### src/rtl/polar_sc_sequencer_if.sv
// Stream and status bundle for the polar SC decode sequencer.
// Optional perf counters appear when POLAR_SEQ_PERF_EN is defined.
interface polar_sc_sequencer_if #(
    parameter int N        = 8,
    parameter int QTF_SIZE = 8
);
    logic                       flush_i;
    logic [N-1:0]               frozen_i;
    logic                       llr_valid_i;
    logic                       llr_ready_o;
    logic signed [QTF_SIZE-1:0] llr_i;
    logic                       bits_valid_o;
    logic                       bits_ready_i;
    logic [N-1:0]               bits_o;
    logic                       busy_o;
`ifdef POLAR_SEQ_PERF_EN
    logic [31:0]                perf_words_o;
    logic [31:0]                perf_sat_o;

    modport slave (
        input  flush_i, frozen_i, llr_valid_i, llr_i, bits_ready_i,
        output llr_ready_o, bits_valid_o, bits_o, busy_o,
        output perf_words_o, perf_sat_o
    );

    modport master (
        output flush_i, frozen_i, llr_valid_i, llr_i, bits_ready_i,
        input  llr_ready_o, bits_valid_o, bits_o, busy_o,
        input  perf_words_o, perf_sat_o
    );
`else
    modport slave (
        input  flush_i, frozen_i, llr_valid_i, llr_i, bits_ready_i,
        output llr_ready_o, bits_valid_o, bits_o, busy_o
    );

    modport master (
        output flush_i, frozen_i, llr_valid_i, llr_i, bits_ready_i,
        input  llr_ready_o, bits_valid_o, bits_o, busy_o
    );
`endif
endinterface

### src/rtl/polar_sc_sequencer.sv
// Successive-cancellation polar decode sequencer, one F/G/R element per cycle.
// Define POLAR_SEQ_PERF_EN to add the word and g-saturation perf counters.
module polar_sc_sequencer #(
    parameter int N        = 8,
    parameter int QTF_SIZE = 8
) (
    input  logic                clk_i,
    input  logic                rst_ni,
    polar_sc_sequencer_if.slave io
);
    localparam int LW = $clog2(N);
    localparam int QW = QTF_SIZE;

    typedef logic signed [QW-1:0] llr_t;
    typedef logic signed [QW:0]   wide_t;

    localparam wide_t          QPOS    = wide_t'((1 << (QW - 1)) - 1);
    localparam wide_t          QNEG    = -QPOS;
    localparam llr_t           QMAX_L  = llr_t'(QPOS);
    localparam llr_t           QMIN_L  = -QMAX_L;
    localparam llr_t           LLR_MIN = {1'b1, {(QW-1){1'b0}}};
    localparam logic [LW-1:0]  ONE     = LW'(1);
    localparam logic [LW-1:0]  LAST    = LW'(N - 1);
    localparam logic [LW-1:0]  TOP     = LW'(LW);

    typedef enum logic [1:0] {
        S_LOAD,
        S_DECODE,
        S_OUT
    } state_t;

    state_t        state_q, state_d;
    logic [LW-1:0] cnt_q;
    logic [LW-1:0] leaf_q;
    logic [LW-1:0] lvl_q;
    logic [LW-1:0] elem_q;
    logic          is_leaf_q;
    logic          is_g_q;
    logic [N-1:0]  frozen_q;
    logic [N-1:0]  u_q;
    llr_t          mem_q [0:N-1][0:N-1];

    logic          accept;
    llr_t          llr_in;
    logic [LW-1:0] hs;
    logic [LW-1:0] lvl_up;
    logic [LW-1:0] idx_hi;
    logic [LW-1:0] vidx;
    logic [N-1:0]  enc;
    logic          vbit;
    llr_t          op_a, op_b;
    llr_t          abs_a, abs_b, mn;
    llr_t          f_res, g_res, res;
    wide_t         wa, wb, sum;
    logic          sat_hi, sat_lo;
    logic          last_elem;
    logic          leaf_bit;

    // Trailing-zero count: level of the right-child g pass for a new leaf.
    function automatic logic [LW-1:0] tz(input logic [LW-1:0] x);
        logic [LW-1:0] r;
        logic          found;
        r     = '0;
        found = 1'b0;
        for (int k = 0; k < LW; k++) begin
            if (!found && x[k]) begin
                r     = LW'(k);
                found = 1'b1;
            end
        end
        return r;
    endfunction

    // Apply the first s butterfly stages to u; every aligned 2^s block
    // then holds the re-encoded bits of that subtree.
    function automatic logic [N-1:0] part_enc(
        input logic [N-1:0]  uin,
        input logic [LW-1:0] s
    );
        logic [N-1:0] p, nx;
        p = uin;
        for (int k = 0; k < LW - 1; k++) begin
            nx = p;
            if (LW'(k) < s) begin
                for (int b = 0; b < N; b++) begin
                    if (((b >> k) % 2) == 0) begin
                        nx[LW'(b)] = p[LW'(b)] ^ p[LW'(b) ^ (ONE << k)];
                    end
                end
            end
            p = nx;
        end
        return p;
    endfunction

    // Element datapath: operand fetch, f, g with saturation, leaf decision.
    always_comb begin
        accept    = (state_q == S_LOAD) && io.llr_valid_i;
        llr_in    = (io.llr_i == LLR_MIN) ? QMIN_L : io.llr_i;
        hs        = ONE << lvl_q;
        lvl_up    = lvl_q + ONE;
        idx_hi    = elem_q + hs;
        vidx      = leaf_q - hs + elem_q;
        enc       = part_enc(u_q, lvl_q);
        vbit      = enc[vidx];
        op_a      = mem_q[lvl_up][elem_q];
        op_b      = mem_q[lvl_up][idx_hi];
        abs_a     = op_a[QW-1] ? -op_a : op_a;
        abs_b     = op_b[QW-1] ? -op_b : op_b;
        mn        = (abs_a < abs_b) ? abs_a : abs_b;
        f_res     = (op_a[QW-1] ^ op_b[QW-1]) ? -mn : mn;
        wa        = {op_a[QW-1], op_a};
        wb        = {op_b[QW-1], op_b};
        sum       = vbit ? (wb - wa) : (wb + wa);
        sat_hi    = sum > QPOS;
        sat_lo    = sum < QNEG;
        g_res     = sat_hi ? QMAX_L : (sat_lo ? QMIN_L : llr_t'(sum));
        res       = is_g_q ? g_res : f_res;
        last_elem = (elem_q == (hs - ONE));
        leaf_bit  = mem_q[0][0][QW-1] & ~frozen_q[leaf_q];
    end

    // State register; reset wins over flush.
    always_ff @(posedge clk_i) begin
        if (!rst_ni) begin
            state_q <= S_LOAD;
        end else begin
            state_q <= state_d;
        end
    end

    // Next state and handshake outputs.
    always_comb begin
        state_d         = state_q;
        io.llr_ready_o  = 1'b0;
        io.bits_valid_o = 1'b0;
        io.busy_o       = 1'b0;
        io.bits_o       = '0;
        unique case (state_q)
            S_LOAD: begin
                io.llr_ready_o = 1'b1;
                if (accept && (cnt_q == LAST)) begin
                    state_d = S_DECODE;
                end
            end
            S_DECODE: begin
                io.busy_o = 1'b1;
                if (is_leaf_q && (leaf_q == LAST)) begin
                    state_d = S_OUT;
                end
            end
            S_OUT: begin
                io.bits_valid_o = 1'b1;
                io.bits_o       = u_q;
                if (io.bits_ready_i) begin
                    state_d = S_LOAD;
                end
            end
            default: state_d = S_LOAD;
        endcase
        if (io.flush_i) begin
            state_d = S_LOAD;
        end
    end

    // Schedule walker: leaf index, tree level, element index, op kind.
    always_ff @(posedge clk_i) begin
        if (!rst_ni || io.flush_i) begin
            cnt_q     <= '0;
            leaf_q    <= '0;
            lvl_q     <= '0;
            elem_q    <= '0;
            is_leaf_q <= 1'b0;
            is_g_q    <= 1'b0;
            frozen_q  <= '0;
            u_q       <= '0;
        end else begin
            unique case (state_q)
                S_LOAD: begin
                    if (accept) begin
                        cnt_q <= cnt_q + ONE;
                        if (cnt_q == '0) begin
                            frozen_q <= io.frozen_i;
                        end
                        if (cnt_q == LAST) begin
                            leaf_q    <= '0;
                            lvl_q     <= LW'(LW - 1);
                            elem_q    <= '0;
                            is_leaf_q <= 1'b0;
                            is_g_q    <= 1'b0;
                            u_q       <= '0;
                        end
                    end
                end
                S_DECODE: begin
                    if (is_leaf_q) begin
                        u_q[leaf_q] <= leaf_bit;
                        if (leaf_q != LAST) begin
                            leaf_q    <= leaf_q + ONE;
                            lvl_q     <= tz(leaf_q + ONE);
                            elem_q    <= '0;
                            is_leaf_q <= 1'b0;
                            is_g_q    <= 1'b1;
                        end
                    end else if (last_elem) begin
                        elem_q <= '0;
                        if (lvl_q == '0) begin
                            is_leaf_q <= 1'b1;
                        end else begin
                            lvl_q  <= lvl_q - ONE;
                            is_g_q <= 1'b0;
                        end
                    end else begin
                        elem_q <= elem_q + ONE;
                    end
                end
                default: begin
                end
            endcase
        end
    end

    // LLR storage: channel row loaded in LOAD, tree rows written in DECODE.
    always_ff @(posedge clk_i) begin
        if (rst_ni && !io.flush_i) begin
            if (accept) begin
                mem_q[TOP][cnt_q] <= llr_in;
            end
            if ((state_q == S_DECODE) && !is_leaf_q) begin
                mem_q[lvl_q][elem_q] <= res;
            end
        end
    end

`ifdef POLAR_SEQ_PERF_EN
    logic [31:0] perf_words_q;
    logic [31:0] perf_sat_q;

    // Perf counters survive flush; only reset clears them.
    always_ff @(posedge clk_i) begin
        if (!rst_ni) begin
            perf_words_q <= '0;
            perf_sat_q   <= '0;
        end else if (!io.flush_i) begin
            if ((state_q == S_OUT) && io.bits_ready_i) begin
                perf_words_q <= perf_words_q + 32'd1;
            end
            if ((state_q == S_DECODE) && !is_leaf_q && is_g_q &&
                (sat_hi || sat_lo)) begin
                perf_sat_q <= perf_sat_q + 32'd1;
            end
        end
    end

    assign io.perf_words_o = perf_words_q;
    assign io.perf_sat_o   = perf_sat_q;
`endif
endmodule

### src/flat_wrapper.sv
// flat-port wrapper written by rule: the top's interface ports become plain ports
module polar_sc_sequencer_flat 
#(
    parameter int N        = 8,
    parameter int QTF_SIZE = 8
)
  (clk_i, rst_ni, io_flush_i, io_frozen_i, io_llr_valid_i, io_llr_i, io_bits_ready_i, io_llr_ready_o, io_bits_valid_o, io_bits_o, io_busy_o);
  polar_sc_sequencer_if #(.N(N), .QTF_SIZE(QTF_SIZE)) io_i ();
  input  logic clk_i;
  input  logic rst_ni;
  input wire logic [$bits(io_i.flush_i)-1:0] io_flush_i;
  input wire logic [$bits(io_i.frozen_i)-1:0] io_frozen_i;
  input wire logic [$bits(io_i.llr_valid_i)-1:0] io_llr_valid_i;
  input wire logic [$bits(io_i.llr_i)-1:0] io_llr_i;
  input wire logic [$bits(io_i.bits_ready_i)-1:0] io_bits_ready_i;
  output wire logic [$bits(io_i.llr_ready_o)-1:0] io_llr_ready_o;
  output wire logic [$bits(io_i.bits_valid_o)-1:0] io_bits_valid_o;
  output wire logic [$bits(io_i.bits_o)-1:0] io_bits_o;
  output wire logic [$bits(io_i.busy_o)-1:0] io_busy_o;
  assign io_i.flush_i = io_flush_i;
  assign io_i.frozen_i = io_frozen_i;
  assign io_i.llr_valid_i = io_llr_valid_i;
  assign io_i.llr_i = io_llr_i;
  assign io_i.bits_ready_i = io_bits_ready_i;
  assign io_llr_ready_o = io_i.llr_ready_o;
  assign io_bits_valid_o = io_i.bits_valid_o;
  assign io_bits_o = io_i.bits_o;
  assign io_busy_o = io_i.busy_o;
  polar_sc_sequencer #(.N(N), .QTF_SIZE(QTF_SIZE)) u_core (.clk_i(clk_i), .rst_ni(rst_ni), .io(io_i));
endmodule
### config.mk
export PLATFORM = sky130hd
export DESIGN_NAME = polar_sc_sequencer_flat
export DESIGN_NICKNAME = d
export VERILOG_FILES = /design/src/rtl/polar_sc_sequencer_if.sv /design/src/rtl/polar_sc_sequencer.sv /design/src/flat_wrapper.sv
export SDC_FILE = /design/constraint.sdc
export NUM_CORES = 1
export LEC_CHECK = 0
export CAP_MARGIN = 20
export CORE_MARGIN = 2
export CORE_UTILIZATION = 55
export DETAILED_ROUTE_END_ITERATION = 6
export PLACE_DENSITY = 0.74
export SYNTH_ARGS = -nofsm -noshare
export SYNTH_HDL_FRONTEND = slang
export SYNTH_SLANG_ARGS = --single-unit
### constraint.sdc
create_clock -name clk_i -period 8.8 [get_ports clk_i]
set_input_delay 1.76 -clock clk_i [delete_from_list [all_inputs] [get_ports clk_i]]
set_output_delay 1.76 -clock clk_i [all_outputs]
set_load 0.05 [all_outputs]
# Yosys cells after proc, flatten, opt, wreduce, memory -nomap -nowiden
# Memories as Yosys holds them, arrays and structs flattened.
# Index checks and enable logic that the tools add are counted.
[totals] register_bits=32 ramBits=512 inputBits=21 out_inout_bits=11 memories=1
[memory_table] memory="u_core.mem_q" depth=8 word_bits=64 rd=2 rd_clocked_by_memory_dff=0 wr=1 line="polar_sc_sequencer.sv:41" source="llr_t mem_q [0:N-1][0:N-1];"
[op_classes] n_addsub=14 order_cmp=13 n_eq_ne=17 shifts=1 muxes=90 bitwise_logic=11 n_reduce_logical=30
[ops] op="$mux 64" n=4
[ops] op="$mux 8" n=18
[ops] op="$reduce_or 64->1" n=1
[ops] op="$bmux 8 s3" n=2
[ops] op="$demux 8 s3" n=2
[ops] op="$mux 3" n=14
[ops] op="$mux 1" n=33
[ops] op="$neg 8->8" n=3
[ops] op="$pmux 3 s2" n=3
[ops] op="$pmux 8 s2" n=1
[ops] op="$add 3x1->3 const B" n=4
[ops] op="$ge 4x4->1 const B" n=3
[ops] op="$not 3->4" n=3
[ops] op="$logic_and 1x1->1" n=10
[ops] op="$mux 2" n=5
[ops] op="$add 8x8->9" n=1
[ops] op="$gt 9x8->1 const B" n=1
[ops] op="$lt 9x8->1 const B" n=1
[ops] op="$mux 9" n=1
[ops] op="$reduce_and 3->1" n=3
[ops] op="$sub 8x8->9" n=1
[ops] op="$bwmux 8" n=1
[ops] op="$eq 8x8->1 const B" n=1
[ops] op="$lt 3x4->1 const B" n=2
[ops] op="other kinds (34)" n=58

# Longest topological paths before layout
[logic_depth] depth_word=19 ltp_mapped=36

# Worst setup path after synthesis
# OpenSTA, ideal clock, no wires.
[synth_path] path_type="register -> register" startpoint="register u_core.lvl_q[0]" endpoint="memory u_core.mem_q[0][17] (netlist name) (data pin)" setup_ps=701 arrival_ps=8832 path_slack_ps=-734 stages_incl_launch_ff=34 path_buffers=7 synth_period_minus_slack_ps=9534 cell_sequence="dfxtp_1 -> buf_6 -> inv_2 -> buf_4 -> buf_2 -> buf_2 -> ha_1 -> and3_1 -> fa_1 -> xnor3_1 -> buf_2 -> clkbuf_1 -> nand2_1 -> a31oi_1 -> nand2_1 -> inv_1 -> ha_1 -> mux2_2 -> inv_1 -> ha_1 -> nor2b_1 -> o21a_1 -> o21a_1 -> o21a_1 -> o21a_1 -> o21ai_0 -> a21o_1 -> clkdlybuf4s18_2 -> mux2i_1 -> ha_1 -> nor2_1 -> a211oi_1 -> a21oi_1 -> o21ai_0"
[synth_via] elab_chain_cells=14 elab_cells_between_ends=39
[synth_lines] element="start, declared" line="polar_sc_sequencer.sv:35" source="logic [LW-1:0] lvl_q;"
[synth_lines] element="start signal, assigned" line="polar_sc_sequencer.sv:187" source="lvl_q <= LW'(LW - 1);"
[synth_lines] element="start signal, assigned" line="polar_sc_sequencer.sv:200" source="lvl_q <= tz(leaf_q + ONE);"
[synth_lines] element="start signal, assigned" line="polar_sc_sequencer.sv:210" source="lvl_q <= lvl_q - ONE;"
[synth_lines] element="parallel branches: the longest is 12 deep, another holds $mem_v2 8x64"
[synth_lines] element="$mux 8 *" line="polar_sc_sequencer.sv:118" source="res = is_g_q ? g_res : f_res;"
[synth_lines] element="$mux 64 (no source line) *"
[synth_lines] element="end, declared" line="polar_sc_sequencer.sv:41"
# Mark *: on every way between the ends. The select of a mux whose other input is x is not followed.

# Worst setup path in the final report
[layout_path] startpoint="register u_core.lvl_q[0]" endpoint="memory u_core.mem_q[7][2] (netlist name) (data pin)"
# Same word-level chain as after synthesis.

==> impl_table.tex <==
\begin{tabular}{lr}
\hline
Metric & Value \\
\hline
\multicolumn{2}{l}{\textbf{Logic synthesis}} \\
\quad Share of the synthesized netlist area taken by xor and xnor gates & 1.85\% \\
\quad Number of synthesis warnings & 0 \\
\quad Synth top area share & 61.8\% \\
\quad Fraction of the mapped netlist area in adder cells & 2.03\% \\
\quad Cell taking the most area after synthesis & sky130\_fd\_sc\_hd\_\_edfxtp\_1 \\
\quad EDFF count, synth & 512 \\
\quad Number of library cell types mapped by synthesis & 93 \\
\quad Dominant cell by count in the synthesized netlist & sky130\_fd\_sc\_hd\_\_edfxtp\_1 \\
\quad Gate count of the mapped netlist & 1,574 \\
\quad Synthesized cell area & 24,900 um\^{}2 \\
\quad Synth Flop Type & sky130\_fd\_sc\_hd\_\_edfxtp\_1 \\
\quad Combinational family with the most area after synthesis & multiplexers \\
\quad Simple-gate portion of the synthesized area & 7.55\% \\
\quad Dominant cells by area after synthesis & sky130\_fd\_sc\_hd\_\_edfxtp\_1 62\%, sky130\_fd\_sc\_hd\_\_mux4\_2 8.5\%, sky130\_fd\_sc\_hd\_\_mux2i\_1 4.9\% \\
\quad Post-synthesis compound-gate area fraction & 5.37\% \\
\quad Synthesized netlist net count & 1,633 \\
\quad Commonest cells in the synthesized netlist & 512 x sky130\_fd\_sc\_hd\_\_edfxtp\_1, 140 x sky130\_fd\_sc\_hd\_\_nor2\_1, 121 x sky130\_fd\_sc\_hd\_\_mux2i\_1, 94 x sky130\_fd\_sc\_hd\_\_mux4\_2, 73 x sky130\_fd\_sc\_hd\_\_nand2\_1 \\
\quad Post-synthesis sequential element count & 544 \\
\quad Multiplexer area fraction after synthesis & roughly 16\% \\
\quad Async S/R FF share, synth & 0\% \\
\quad Syn\_area\_per\_cell & around 16 um\^{}2 \\
\quad Post-synthesis sequential area ratio & 64.4\% \\
\multicolumn{2}{l}{\textbf{Clock tree}} \\
\quad Count of buffers added by post-CTS timing repair for setup & 0 \\
\quad Clock Pin Slew Worst Setup and Hold Paths & 0.06 ns \\
\quad CTS root buffer & sky130\_fd\_sc\_hd\_\_clkbuf\_16 \\
\quad CTS Buffer Depth & 3 \\
\quad Hold-fix buffer count after cts & 0 \\
\quad Post\_cts resized & 0 \\
\quad Number of buffers created by CTS & 53 \\
\quad Total number of H-tree levels & 2 \\
\quad CTS sink count & approximately 540 \\
\quad CTS tree & built \\
\quad Clock insertion delay at the later pin of the skew report & 0.60 ns \\
\multicolumn{2}{l}{\textbf{Timing}} \\
\quad Worst-case setup margin in the final layout & 0.618 ns \\
\quad Slew HR & 24.2\% \\
\quad Final Max Tran Viols & 0 \\
\quad Highest clock rate & roughly 120 MHz \\
\quad Final Hold Viols & 0 \\
\quad Setup clock skew after layout & 0.0246 ns \\
\quad Unrepaired setup endpoints after global routing & false \\
\quad Worst hold slack & 0.512 ns \\
\quad Slew at the pin closest to its max-slew limit & roughly 1.1 ns \\
\quad Final period demand of the worst path & around 8 ns \\
\quad Final period utilization & 93.0\% \\
\quad Finish-stage setup viols & 0 \\
\quad Setup TNS Final & 0 ns \\
\multicolumn{2}{l}{\textbf{Pwr}} \\
\quad Areal power density over the cells & 188 nW/um\^{}2 \\
\quad Leakage dissipation & 8.82 nW \\
\quad Max IR drop VDD & between 0.15 and 0.2 mV \\
\multicolumn{2}{l}{\textbf{Layout}} \\
\quad Utilization of the core after routing & 62.2\% \\
\quad Ant diodes & 0 \\
\quad Count of placed standard cells in the final layout, fillers left out & about 2,200 \\
\quad Fillers & 3,108 \\
\quad Area grow syn2layout & 11.0\% \\
\quad Proportion of layout cells with a drive suffix above 1 & 15.8\% \\
\quad Sequential cell area in the final layout & 16,000 um\^{}2 \\
\quad Post-layout nets & 1,672 \\
\quad Multi-input logic area & 8280 um\^{}2 \\
\multicolumn{2}{l}{\textbf{Worst setup path}} \\
\quad Setup crit start kind & flip-flop \\
\quad Data required time of the worst path & 9.09 ns \\
\quad Buf/Inv on CP & 5 \\
\quad CP peak stage delay & 0.79 ns \\
\quad Largest delay contributor family on the critical path & compound AO/OA/AOI/OAI gates \\
\quad Max stage delay cell, worst path & sky130\_fd\_sc\_hd\_\_dfxtp\_4 \\
\quad Critical path arrival & 8.47 ns \\
\quad Worst setup path class & reg2reg \\
\quad Nature of the critical path endpoint & flip-flop \\
\quad Critical path fanouts, max & 64 \\
\multicolumn{2}{l}{\textbf{Die}} \\
\quad Std-Cell Core Area & approximately 44,000 um\^{}2 \\
\quad Starting density of the core & 56.0\% \\
\quad Number of placed I/O pins & 32 \\
\quad Width of the chip & around 220 um \\
\quad Die H & between 200 and 250 um \\
\quad Number of rows in the core area & 77 \\
\quad Overall die area & 46,900 um\^{}2 \\
\multicolumn{2}{l}{\textbf{Global routing}} \\
\quad Gr ovfl total & 0 \\
\quad Antenna violations before repair & 1 \\
\quad Global-route wire length before repair & 90.4 mm \\
\quad Number of global-route vias before repair & 14,179 \\
\quad Pin count of the biggest net entering global routing & between 60 and 70 \\
\quad Global Route Usage Sum & 26.2\% \\
\multicolumn{2}{l}{\textbf{Outcome}} \\
\quad Violated checks & DRC \\
\quad Outcome & finished with violations \\
\multicolumn{2}{l}{\textbf{Place}} \\
\quad Number of cells in the design after placement & 2,149 \\
\quad Routability cong. & 0.985 \\
\quad Hpwl dp & 39.3 mm \\
\quad \# port buffers & 31 \\
\quad Pre-CTS setup slack & 0.747 ns \\
\multicolumn{2}{l}{\textbf{Routing}} \\
\quad 1st-iter DRT viols & 1,685 \\
\quad Post-detailed-route DRC marker count & 1 \\
\quad Via count of the routed design & 14,608 \\
\quad Antenna Nets Post-Route & 0 \\
\quad Wire length reported by the detailed router & 60.8 mm \\
\quad Number of iterations in the first detailed-routing pass & 7 \\
\quad Average wire length per cell after detail routing & 27.1 um \\
\quad Average vias per placed instance & 6.52 \\
\multicolumn{2}{l}{\textbf{Hold path}} \\
\quad Class of the most critical hold timing path & reg2reg \\
\multicolumn{2}{l}{\textbf{Job}} \\
\quad Max capacitance violation total & 0 \\
\hline
\end{tabular}
[cell usage in the layout (no fill, tap or decap), types with 33 or more instances in the layout]
master                      instances
sky130_fd_sc_hd__a21oi_1           37
sky130_fd_sc_hd__clkbuf_16         55
sky130_fd_sc_hd__edfxtp_1         512
sky130_fd_sc_hd__ha_1              33
sky130_fd_sc_hd__inv_1             34
sky130_fd_sc_hd__mux2i_1          121
sky130_fd_sc_hd__mux4_2            94
sky130_fd_sc_hd__nand2_1           73
sky130_fd_sc_hd__nand3_1           55
sky130_fd_sc_hd__nor2_1           139
[routing by layer]
metal,GRT usage [%],vias to the layer above,wire length [um]
li1,-,6296,-
met1,36.4,7484,24900
met2,40.8,705,28400
met3,5.43,123,5110
met4,10.7,0,2510
met5,0,-,0
[state kept, by name (all words and copies together) (netlist names)]
signal / count
u_core.state_q: 2
u_core.leaf_q: 3
u_core.mem_q: 512
u_core.is_g_q: 1
u_core.lvl_q: 3
u_core.elem_q: 3
u_core.frozen_q: 8
u_core.is_leaf_q: 1
u_core.cnt_q: 3
u_core.u_q: 8
[worst min-delay path, delay by kind of cell (launching register included)]
| kind | cells | cell delay, ns |
|---|---|---|
| AO/OA/AOI/OAI | 2 | 0.13 |
| flip-flops | 1 | 0.33 |
[through the flow]
| step | total power [mW] | cell area, um^2 |
|---|---|---|
| global placement | 2.96 | 25900 |
| detailed placement | 2.96 | 25900 |
| floorplan | 2.92 | 24900 |
| CTS | 5.20 | 27600 |
| global route | 5.30 | 27600 |
| finish | 5.18 | 27600 |
[power by group]
part           internal, mW  switching, mW
sequential             2.83        0.00159
clock                  1.34          0.936
combinational        0.0218         0.0542
total                  4.19          0.991
[cell families after synthesis]
kind of cell,count (synthesis)
XOR/XNOR,46
buffers and inverters,119
multiplexers,250
AND/OR/NAND/NOR,388
AO/OA/AOI/OAI,189
adder cells (fa/ha/maj),38
flip-flops,544
[cell type report]
type,instances,area share [%]
sequential,544,58.0
clock buffer,62,5.08
tap,592,2.68
multi-input combinational,911,30.0
timing repair buffer,66,2.51
inverter,37,0.512
clock inverter,30,1.19
[final timing paths]
path,start,end,slack (ns),cells after the start
hold / removal,u_core.u_q[7],u_core.u_q[7],0.51,2
setup reg to reg,u_core.lvl_q[0],u_core.mem_q[7][2],0.62,27
hold reg to reg,u_core.u_q[7],u_core.u_q[7],0.51,2
setup / recovery,u_core.lvl_q[0],u_core.mem_q[7][2],0.62,27
Power figures use the tool's default switching activity.
